--- src/rtl/prog_clk_pkg.sv ---
// ============================================================================
// Module  : prog_clk_pkg
// Purpose : Shared constants and helpers for the programmable clock generator.
// Rev     : 1.0  initial multi-channel release
// ============================================================================
`default_nettype none

package prog_clk_pkg;

   localparam int c_sel_w_default = 3;

   // Divider width: one divider bit per selectable mode.
   function automatic int div_w(input int sel_w);
      return 1 << sel_w;
   endfunction

   function automatic int unsigned max_sel(input int unsigned a, input int unsigned b);
      return (a > b) ? a : b;
   endfunction

endpackage

`default_nettype wire

--- src/rtl/prog_clk_ch.sv ---
// ============================================================================
// Module  : prog_clk_ch
// Purpose : One slow-clock channel: request queue, glitch-free mode switch
//           and the registered channel clock.
// Rev     : 1.0  initial multi-channel release
// ============================================================================
`default_nettype none

module prog_clk_ch
   import prog_clk_pkg::*;
#(
   parameter int SEL_W   = c_sel_w_default,
   parameter int RST_SEL = 0
) (
   input  logic                     clk,
   input  logic                     rst,
   input  logic [div_w(SEL_W)-1:0]  div_cnt_next,
   input  logic                     inc,
   input  logic                     req,
   input  logic [SEL_W-1:0]         req_sel,
   output logic                     ch_clk,
   output logic [SEL_W-1:0]         mode,
   output logic                     pending
);

   localparam int c_div_w = div_w(SEL_W);

   logic [SEL_W-1:0] r_target;
   logic [SEL_W-1:0] r_mode;
   logic             r_pending;
   logic             r_ch_clk;

   int unsigned      w_m;
   logic             w_low_zero;
   logic             w_apply;
   logic [SEL_W-1:0] w_mode_next;

   // Both old and new clocks are low at a fresh period when bits [m:0] are zero.
   always_comb begin
      w_m        = max_sel(32'(r_mode), 32'(r_target));
      w_low_zero = 1'b1;
      for (int unsigned b = 0; b < c_div_w; b++) begin
         if (b <= w_m && div_cnt_next[b]) begin
            w_low_zero = 1'b0;
         end
      end
   end

   assign w_apply     = inc && r_pending && w_low_zero && !req;
   assign w_mode_next = w_apply ? r_target : r_mode;

   always_ff @(posedge clk) begin
      if (rst) begin
         r_target  <= SEL_W'(RST_SEL);
         r_mode    <= SEL_W'(RST_SEL);
         r_pending <= 1'b0;
         r_ch_clk  <= 1'b0;
      end else begin
         if (req) begin
            r_target  <= req_sel;
            r_pending <= 1'b1;
         end else if (w_apply) begin
            r_pending <= 1'b0;
         end
         r_mode   <= w_mode_next;
         r_ch_clk <= div_cnt_next[w_mode_next];
      end
   end

   assign ch_clk  = r_ch_clk;
   assign mode    = r_mode;
   assign pending = r_pending;

endmodule

`default_nettype wire

--- src/rtl/prog_clk_gen.sv ---
// ============================================================================
// Module  : prog_clk_gen
// Purpose : Base clock prescaler, shared power-of-two divider and N_CH
//           independently programmable slow-clock channels.
// Rev     : 1.0  initial multi-channel release
// ============================================================================
`default_nettype none

module prog_clk_gen
   import prog_clk_pkg::*;
#(
   parameter int HALF_PERIOD_CNT = 2,
   parameter int N_CH            = 2,
   parameter int SEL_W           = c_sel_w_default,
   parameter int RST_SEL         = 0
) (
   input  logic                                  clk,
   input  logic                                  rst,
   input  logic                                  update,
   input  logic [((N_CH > 1) ? $clog2(N_CH) : 1)-1:0] ch_sel,
   input  logic [SEL_W-1:0]                      prog_in,
   output logic                                  base_clk,
   output logic                                  base_tick,
   output logic [N_CH-1:0]                       ch_clk,
   output logic [N_CH*SEL_W-1:0]                 prog_out,
   output logic [N_CH-1:0]                       pending
);

   localparam int c_div_w = div_w(SEL_W);
   localparam int c_pre_w = (HALF_PERIOD_CNT > 1) ? $clog2(HALF_PERIOD_CNT) : 1;
   localparam int c_ch_w  = (N_CH > 1) ? $clog2(N_CH) : 1;

   logic [c_pre_w-1:0] r_pre_cnt;
   logic               r_base_clk;
   logic               r_base_tick;
   logic [c_div_w-1:0] r_div_cnt;

   logic               w_pre_term;
   logic               w_inc;
   logic [c_div_w-1:0] w_div_next;

   assign w_pre_term = (r_pre_cnt == c_pre_w'(HALF_PERIOD_CNT - 1));
   // The divider advances only on base_clk rising transitions.
   assign w_inc      = w_pre_term && !r_base_clk;
   assign w_div_next = w_inc ? r_div_cnt + 1'b1 : r_div_cnt;

   always_ff @(posedge clk) begin
      if (rst) begin
         r_pre_cnt   <= '0;
         r_base_clk  <= 1'b0;
         r_base_tick <= 1'b0;
         r_div_cnt   <= '0;
      end else begin
         r_base_tick <= w_inc;
         r_div_cnt   <= w_div_next;
         if (w_pre_term) begin
            r_pre_cnt  <= '0;
            r_base_clk <= ~r_base_clk;
         end else begin
            r_pre_cnt  <= r_pre_cnt + 1'b1;
         end
      end
   end

   assign base_clk  = r_base_clk;
   assign base_tick = r_base_tick;

   generate
      for (genvar i = 0; i < N_CH; i++) begin : g_ch
         logic w_req;

         // Out-of-range selectors never match any channel and are dropped.
         assign w_req = update && (ch_sel == c_ch_w'(i));

         prog_clk_ch #(
            .SEL_W   (SEL_W),
            .RST_SEL (RST_SEL)
         ) u_ch (
            .clk          (clk),
            .rst          (rst),
            .div_cnt_next (w_div_next),
            .inc          (w_inc),
            .req          (w_req),
            .req_sel      (prog_in),
            .ch_clk       (ch_clk[i]),
            .mode         (prog_out[i*SEL_W +: SEL_W]),
            .pending      (pending[i])
         );
      end
   endgenerate

endmodule

`default_nettype wire

--- config.mk ---
export PLATFORM = sky130hd
export DESIGN_NAME = prog_clk_gen
export DESIGN_NICKNAME = d
export VERILOG_FILES = /design/src/rtl/prog_clk_pkg.sv /design/src/rtl/prog_clk_ch.sv /design/src/rtl/prog_clk_gen.sv
export SDC_FILE = /design/constraint.sdc
export NUM_CORES = 1
export LEC_CHECK = 0
export ABC_AREA = 0
export BUFFER_PORTS_ARGS = -buffer_cell sky130_fd_sc_hd__buf_4
export CAP_MARGIN = 25
export CELL_PAD_IN_SITES_DETAIL_PLACEMENT = 1
export CELL_PAD_IN_SITES_GLOBAL_PLACEMENT = 2
export CORE_ASPECT_RATIO = 2
export CORE_MARGIN = 5
export CORE_UTILIZATION = 32
export CTS_CLUSTER_SIZE = 28
export DETAILED_ROUTE_END_ITERATION = 6
export PLACE_DENSITY = 0.79
export SYNTH_ARGS = -nofsm -noshare
export SYNTH_HDL_FRONTEND = slang
export SYNTH_SLANG_ARGS = --single-unit
--- constraint.sdc ---
create_clock -name clk -period 3.1 [get_ports clk]
set_clock_uncertainty 0.1 [all_clocks]
set_input_delay 0.62 -clock clk [delete_from_list [all_inputs] [get_ports clk]]
set_output_delay 0.62 -clock clk [all_outputs]
set_load 0.02 [all_outputs]
# Word-level counts from Yosys, hierarchy flattened
# Cells that the tools add are included.
# Widths: inputs -> output; s select.
# totals
regBits	27
latch_bits	0
ramBits	0
rom_bits	0
input_bits	7
out_inout_bits	12
word_cells	96
n_memories	0
# classes
n_addsub	2
n_mul	0
div	0
magnitude_cmp	20
n_eq_ne	0
n_shift	0
muxes	29
n_bitwise	2
n_reduce_logical	31
# ops
operator	n
$le 3x32->1 const A	8
$le 1x32->1 const A	4
$le 2x32->1 const A	4
$logic_and 1x1->1	25
$mux 1	22
$mux 3	4
$add 8x1->8 const B	1
$lt 3x4->1 const B	2
$mux 8	1
$bmux 1 s3	2
$gt 3x3->1	2
$reduce_bool 2->1	2
$logic_not 1->1	3
$not 1->1	2
$reduce_or 2->1	1
$add 1x1->1 const B	1

# Longest topological paths before layout
# Gate-level depths: netlist (run 1).
# depth
depth_word	17
mapped_depth	11
mapped_depth_nobuf	11

# Hierarchy
# Synthesis (run 1) repeated with hierarchy kept, for this count alone.
# hier_totals
cells_unflattened	212
hier_area_um2	1876.8
# modules_own_cells
mod	instances	cells_each	area_per_inst_um2	seq_area_each_um2
prog_clk_ch	2	78	683.2	160.2
prog_clk_gen	1	56	510.5	220.2

# Worst setup path before layout (run 1)
# Ideal clock, no wire load.
# synth_timing
path_kind	reg-to-reg
startpoint	reg g_ch[1].u_ch.r_mode[0]
endpoint	reg g_ch[1].u_ch.r_ch_clk
setup_time_ns	0.077
arrival_ns	2.998
t_required_ns	2.923
slack_ns	-0.075
stages_incl_launch_ff	12
path_buffers	0
synth_period_minus_slack_ns	3.175
path_cell_list	dfxtp_1 inv_1 ha_1 and3_1 a21oi_1 mux2_2 o21ai_0 a221o_2 nor2_2 or4b_1 o311a_1 a41oi_2
# synth_between
elab_chain_cells	17
elab_cells_between_ends	31
cone_classes	order compare: 9; mux: 12; reduce/logical: 10
# synth_rtl
item	line_no	source
from (decl)	prog_clk_ch.sv:29	logic [SEL_W-1:0] r_mode;
from (signal assigned)	prog_clk_ch.sv:55	r_mode <= SEL_W'(RST_SEL);
from (signal assigned)	prog_clk_ch.sv:65	r_mode <= w_mode_next;
$gt 3x3->1	prog_clk_pkg.sv:18	return (a > b) ? a : b;
$mux 3	prog_clk_pkg.sv:18	
$le 1x32->1	prog_clk_ch.sv:43	if (b <= w_m && div_cnt_next[b]) begin
$logic_and 1x1->1	prog_clk_ch.sv:43	
$mux 1 (8 in series)	prog_clk_ch.sv:43	
$logic_and 1x1->1 (2 in series)	prog_clk_ch.sv:49	assign w_apply = inc && r_pending && w_low_zero && !req;
$mux 3 (*)	prog_clk_ch.sv:50	assign w_mode_next = w_apply ? r_target : r_mode;
$bmux 1 s3 (*)	prog_clk_ch.sv:66	r_ch_clk <= div_cnt_next[w_mode_next];
$mux 1 (implied by the code) (*)	prog_clk_ch.sv:66	
to (signal assigned)	prog_clk_ch.sv:66	
to (decl)	prog_clk_ch.sv:31	logic r_ch_clk;
# Every way passes the cells marked *; elsewhere a longest branch is shown, timed or not. The select of a mux whose other input is x is not followed.
# A chain may end at the register's enable or synchronous reset.

# Worst setup path in the final report (run 1)
# layout_timing
startpoint	reg g_ch[1].u_ch.r_target[1]
endpoint	reg g_ch[1].u_ch.r_ch_clk
# layout_between
elab_chain_cells	17
elab_cells_between_ends	31
cone_classes	order compare: 9; mux: 12; reduce/logical: 10
# layout_rtl
item	line_no	source
from (decl)	prog_clk_ch.sv:28	logic [SEL_W-1:0] r_target;
from (signal assigned)	prog_clk_ch.sv:54	r_target <= SEL_W'(RST_SEL);
from (signal assigned)	prog_clk_ch.sv:60	r_target <= req_sel;
$gt 3x3->1	prog_clk_pkg.sv:18	
$mux 3	prog_clk_pkg.sv:18	
$le 1x32->1	prog_clk_ch.sv:43	
$logic_and 1x1->1	prog_clk_ch.sv:43	
$mux 1 (8 in series)	prog_clk_ch.sv:43	
$logic_and 1x1->1 (2 in series)	prog_clk_ch.sv:49	
$mux 3 (*)	prog_clk_ch.sv:50	
$bmux 1 s3 (*)	prog_clk_ch.sv:66	
$mux 1 (implied by the code) (*)	prog_clk_ch.sv:66	
# Marks and branches as above.

==> results.yml, run 1 <==
status:
  outcome: "finished, final reports clean"
placed_design:
  io_buffers: 18
  dpl-instance-area_um2: 2392
  gp_congestion: 0.9194
  hpwl_mm: 5.436
synth:
  yosysTopAreaCell: "dfxtp_1"
  synth-seq-cells: 27
  synth_nets: 243
  synthTopCellsByArea: "dfxtp_1 (28%), nor2_1 (5.0%), mux2i_1 (4.6%)"
  synth_top_area_share_pct: 27.60
  seq_area_frac_synth_pct: 27.60
  ys_warn_count: 0
  synthDistinctLibCells: 64
  syn_area_um2: 1958
  synth-async-reset-ratio_pct: 0
  syn_inst: 229
  synthFlopType: "dfxtp_1"
  synth.avg_cell_area_um2: 8.551
  synth_edf_count: 0
timing:
  fin_hold_ws_ns: 0.4442
  timing.fmax_ghz: 0.3338
  relSlewSlack_pct: 63.28
  tightest_slew_ns: 0.5482
  tns_ns: 0
  finalSetupViolations: 0
  hold_viol: 0
  rsz0062_at_grt: "yes"
  slew_viol_final: 0
  min_period_over_period_pct: 96.65
  fin_crit_ns: 2.996
clocking:
  insertion_delay_ns: 0.26
  ctsHtreeMaxLevel: 1
  cts.clk_slew.worst_paths_ns: 0.07
  cts-buffers-inserted: 3
  cts_tree: "yes"
  clockRootBuffer: "clkbuf_16"
  holdBufCountCts: 0
  cts_max_path_buffers: 2
  cts.sink_count: 27
drt:
  vias: 1984
  antenna_left: 0
  drt-initial-drc-count: 58
  routed_wl_mm: 6.746
  wire_per_inst_um: 19.73
  vias_per_cell: 5.801
  dr.pass1.iters: 4
  drc: 0
global_route:
  antenna_found_initial: 0
  grt_pass1_wl_mm: 10.52
  grt_max_degree: 31
  grt_pass1_vias: 2175
  gr-usage-all-layers_pct: 17.76
  grt_overflow: 0
setup_path:
  cp.arrival_ns: 3.09
  crit_required_ns: 3.19
  endpoint_kind: "flip-flop"
  cp-start-kind: "flip-flop"
  crit_path_max_fanout: 5
  path_class: "flip-flop to flip-flop"
die:
  fp-row-count: 40
  io_pins: 19
  fp.dieArea_um2: 7879
  core_area_um2: 6006
  die_w_um: 65.32
  die_h_um: 120.6
  initial_core_util_pct: 32.60
finish:
  n_fill_cell: 729
  final_area_um2: 2591
  fin_util_pct: 43.15
  antenna_cells: 0
  layout-drive-gt1-share_pct: 36.56
  fin_nets: 294
  syn_to_final_growth_pct: 32.33
power:
  p_total_uw: 867.7
  power_density_nw_per_um2: 334.9
  p_leak_nw: 0.9917
  ir_drop_v: 0.0002665
hold_path:
  min_path_type: "flip-flop to flip-flop"
flow_run:
  drv_cap: 0
-- per-layer routing --
| metal | vias up | part of all wire (%) | GRT usage (%) |
|---|---|---|---|
| li1 | 938 | - | - |
| met1 | 954 | 31 | 14.42 |
| met2 | 53 | 57 | 34.54 |
| met3 | 39 | 2.7 | 1.487 |
| met4 | 0 | 9.5 | 16.88 |
| met5 | - | 0 | 0 |
-- where the power goes --
part	switching, mW	internal [mW]	total [mW]
logic	0.109	0.0874	0.196
registers	0.0122	0.362	0.374
clock network	0.123	0.174	0.298
-- final cells by class --
type	count	area, um2	share of cell area, %
Clock inverter	1	5.005	0.1931
Timing Repair Buffer	56	420.4	16.22
Tap cell	63	78.83	3.042
Inverter	10	37.54	1.449
Sequential cell	27	543.0	20.96
Clock buffer	3	75.07	2.897
Multi-Input combinational cell	182	1431	55.24
-- worst max-delay path: stages, from the launching register on --
cell,delay [ns]
dfxtp_1,0.33
inv_1,0.06
ha_1,0.33
nand3b_1,0.16
a21oi_2,0.23
mux2_2,0.39
o21ai_4,0.16
a221o_2,0.24
nor2_2,0.06
or4b_1,0.54
o311a_1,0.17
a41oi_2,0.14
-- cells in the mapped netlist, types with 3 or more instances --
library cell / n
dfxtp_1: 27
nor2_1: 26
nand2_1: 17
a21oi_1: 16
inv_1: 10
nand3_1: 10
o21ai_0: 10
mux2i_1: 9
ha_1: 7
nand4_1: 7
nor3_1: 5
buf_4: 4
nand2b_1: 4
and2_1: 3
clkbuf_1: 3
nor3b_1: 3
o21ai_1: 3
xnor2_1: 3
-- path summary, 6_finish.rpt --
| check | cells past startpoint | start | slack [ns] | endpoint |
|---|---|---|---|---|
| worst max-delay path | 11 | g_ch[1].u_ch.r_target[1]$_SDFFE_PP0P_ | 0.10 | g_ch[1].u_ch.ch_clk$_SDFF_PP0_ |
| worst min-delay path | 2 | g_ch[1].u_ch.pending$_SDFFE_PP0P_ | 0.44 | g_ch[1].u_ch.pending$_SDFFE_PP0P_ |
| worst max register to register | 11 | g_ch[1].u_ch.r_target[1]$_SDFFE_PP0P_ | 0.10 | g_ch[1].u_ch.ch_clk$_SDFF_PP0_ |
| worst min register to register | 2 | g_ch[1].u_ch.pending$_SDFFE_PP0P_ | 0.44 | g_ch[1].u_ch.pending$_SDFFE_PP0P_ |
-- logic make-up (layout without fill, tap and decap cells) --
group,Yosys count,after routing,synth area share (%)
AND/OR/NAND/NOR,98,98,27.54
AO/OA/AOI/OAI,56,56,22.37
flip-flops,27,27,27.60
buffers and inverters,20,70,4.665
multiplexers,13,13,8.051
XOR/XNOR,8,8,5.304
adder cells (fa/ha/maj),7,7,4.473
-- through the flow --
step / cells / setup WS (ns)
floorplan: 229 / 0.01619
global placement: 336 / -0.006177
detailed placement: 336 / -0.04726
CTS: 341 / 0.003983
global route: 342 / -0.03972
finish: 342 / 0.1039
-- registers in the layout (all words and copies together), names as in the netlist --
signal              cells
base_tick               1
r_pre_cnt               1
base_clk                1
g_ch.u_ch.r_target      6
g_ch.u_ch.ch_clk        2
r_div_cnt               8
g_ch.u_ch.pending       2
g_ch.u_ch.mode          6
-- repair_timing --
item | CTS | global route
endpoints found under the setup margin | 1 | 2
buffers inserted | 1 | 1
resized for setup | 2 | 24
pin swaps | 1 | 5
-- layout by cell type, fill, tap and decap left out, drive strengths merged, types with 4 or more instances in the layout --
master and count:
dfxtp 27, nand3 12, and2 4, buf 56
inv 10, o21ai 13, nand4 8, nor3 7
xnor2 5, ha 7, a21oi 16, nor2 27
nand2 17, nand2b 4, mux2i 9
No activity file was read; power rests on OpenSTA's default activity.
==> run 2: changes to the inputs <==
--- a/config.mk
+++ b/config.mk
@@ -10,7 +10,7 @@
 export CAP_MARGIN = 25
 export CELL_PAD_IN_SITES_DETAIL_PLACEMENT = 1
 export CELL_PAD_IN_SITES_GLOBAL_PLACEMENT = 2
-export CORE_ASPECT_RATIO = 2
+export CORE_ASPECT_RATIO = 1.5
 export CORE_MARGIN = 5
 export CORE_UTILIZATION = 32
 export CTS_CLUSTER_SIZE = 28
==> results.yml, run 2 (same netlist as run 1, synthesis figures left out) <==
status:
  outcome: "finished, final reports clean"
clocking:
  cts-buffers-inserted: 3
  cts.sink_count: 27
  clockRootBuffer: "clkbuf_8"
  holdBufCountCts: 0
  insertion_delay_ns: 0.28
  cts_tree: "yes"
  cts_max_path_buffers: 2
  cts.clk_slew.worst_paths_ns: 0.10
  ctsHtreeMaxLevel: 1
die:
  die_h_um: 105.8
  io_pins: 19
  core_area_um2: 6043
  fp.dieArea_um2: 7816
  fp-row-count: 35
  die_w_um: 73.87
  initial_core_util_pct: 32.40
setup_path:
  endpoint_kind: "flip-flop"
  crit_path_max_fanout: 6
  cp-start-kind: "flip-flop"
  cp.arrival_ns: 2.96
  crit_required_ns: 3.16
  path_class: "flip-flop to flip-flop"
global_route:
  grt_pass1_vias: 2004
  grt_max_degree: 31
  antenna_found_initial: 0
  grt_pass1_wl_mm: 9.729
  gr-usage-all-layers_pct: 16.14
  grt_overflow: 0
finish:
  antenna_cells: 0
  fin_util_pct: 41.39
  largest_reg_flops: 8
  final_common_cell: "buf_4"
  syn_to_final_growth_pct: 27.73
  n_fill_cell: 732
  fin_nets: 292
  final_cell_mix: "buf_4 (54), nor2_1 (26), dfxtp_1 (26), nand2_1 (16), a21oi_1 (13)"
  final_cells: 351
  layout-drive-gt1-share_pct: 33.57
  largest_register: "r_div_cnt"
flow_run:
  drv_cap: 0
drt:
  drc: 0
  vias_per_cell: 5.333
  dr.pass1.iters: 4
  routed_wl_mm: 5.912
  vias: 1872
  wire_per_inst_um: 16.84
  drt-initial-drc-count: 69
  antenna_left: 0
timing:
  relSlewSlack_pct: 63.29
  fin_crit_ns: 2.900
  hold_viol: 0
  tightest_slew_ns: 0.5479
  min_period_over_period_pct: 93.56
  layout_setup_ws_ns: 0.1996
  slew_viol_final: 0
  finalSetupViolations: 0
  tns_ns: 0
  timing.fmax_ghz: 0.3448
power:
  ir_drop_v: 0.0001264
  p_leak_nw: 0.9597
  power_density_nw_per_um2: 307.7
placed_design:
  pre_cts_slack_ns: -0.03983
  placed_cells: 347
  io_buffers: 18
  gp_congestion: 0.8212
  hpwl_mm: 4.819
hold_path:
  min_path_type: "flip-flop to flip-flop"
-- run 2: changes by cell type in the layout (fill, tap and decap cells not counted), sizes merged --
cell and change:
buf -2, clkinv -1, clkinvlp +1
-- run 2: timing repair --
action | in CTS | in global routing
setup buffers | 0 | 0
gates resized for setup | 1 | 13
pin swaps | 0 | 1
setup endpoints to repair | 1 | 2
-- run 2: where the power goes --
group	internal (mW)	leakage [nW]	total, mW	switching [mW]
Clock	0.0917	0.0217	0.215	0.123
Combinational	0.0820	0.717	0.184	0.102
Sequential	0.361	0.221	0.370	0.00949
Total	0.535	0.960	0.770	0.235
-- run 2: cell type report --
class                   count  area, um2  share of cell area, %
well taps                  74      92.59                  3.702
multi-input cells         182       1375                  54.98
clock buffers               3      41.29                  1.651
clock inverters             1      7.507                 0.3001
inverters                  10      37.54                  1.501
repair buffers             54      405.4                  16.21
flip-flops and latches     27      541.8                  21.66
-- run 2: worst max-delay path: stages (launching register included) --
cell and delay (ns):
dfxtp_1 0.34, inv_1 0.06, ha_1 0.31, nor2b_1 0.14
o211ai_1 0.14, o21ai_0 0.18, a2111oi_4 0.41, o21bai_1 0.12
buf_4 0.16, and3_1 0.22, or3b_1 0.38, nand3_1 0.10
a41oi_2 0.11
-- run 2: metal layers --
metal	wire (um)	GRT usage (%)
met5	0	0
met4	131	5.699
met3	124	1.527
met2	3377	30.77
met1	2279	17.58
-- run 2: path summary, 6_finish.rpt --
path	startpoint	end	slack, ns	depth (start not counted)
max	g_ch[1].u_ch.r_target[1]$_SDFFE_PP0P_	g_ch[1].u_ch.ch_clk$_SDFF_PP0_	0.20	12
min	r_pre_cnt$_SDFF_PP0_	r_pre_cnt$_SDFF_PP0_	0.40	1
max reg2reg	g_ch[1].u_ch.r_target[1]$_SDFFE_PP0P_	g_ch[1].u_ch.ch_clk$_SDFF_PP0_	0.20	12
min reg2reg	r_pre_cnt$_SDFF_PP0_	r_pre_cnt$_SDFF_PP0_	0.40	1
-- run 2: stage by stage --
stage | total power [mW] | area (um2) | hold slack (ns)
after floorplan | 0.4979 | 1962 | 0.3525
after global placement | 0.5548 | 2406 | 0.3758
after detailed placement | 0.5587 | 2406 | 0.3819
after CTS | 0.7764 | 2459 | 0.4103
after global routing | 0.8074 | 2501 | 0.4375
final | 0.7697 | 2501 | 0.4010
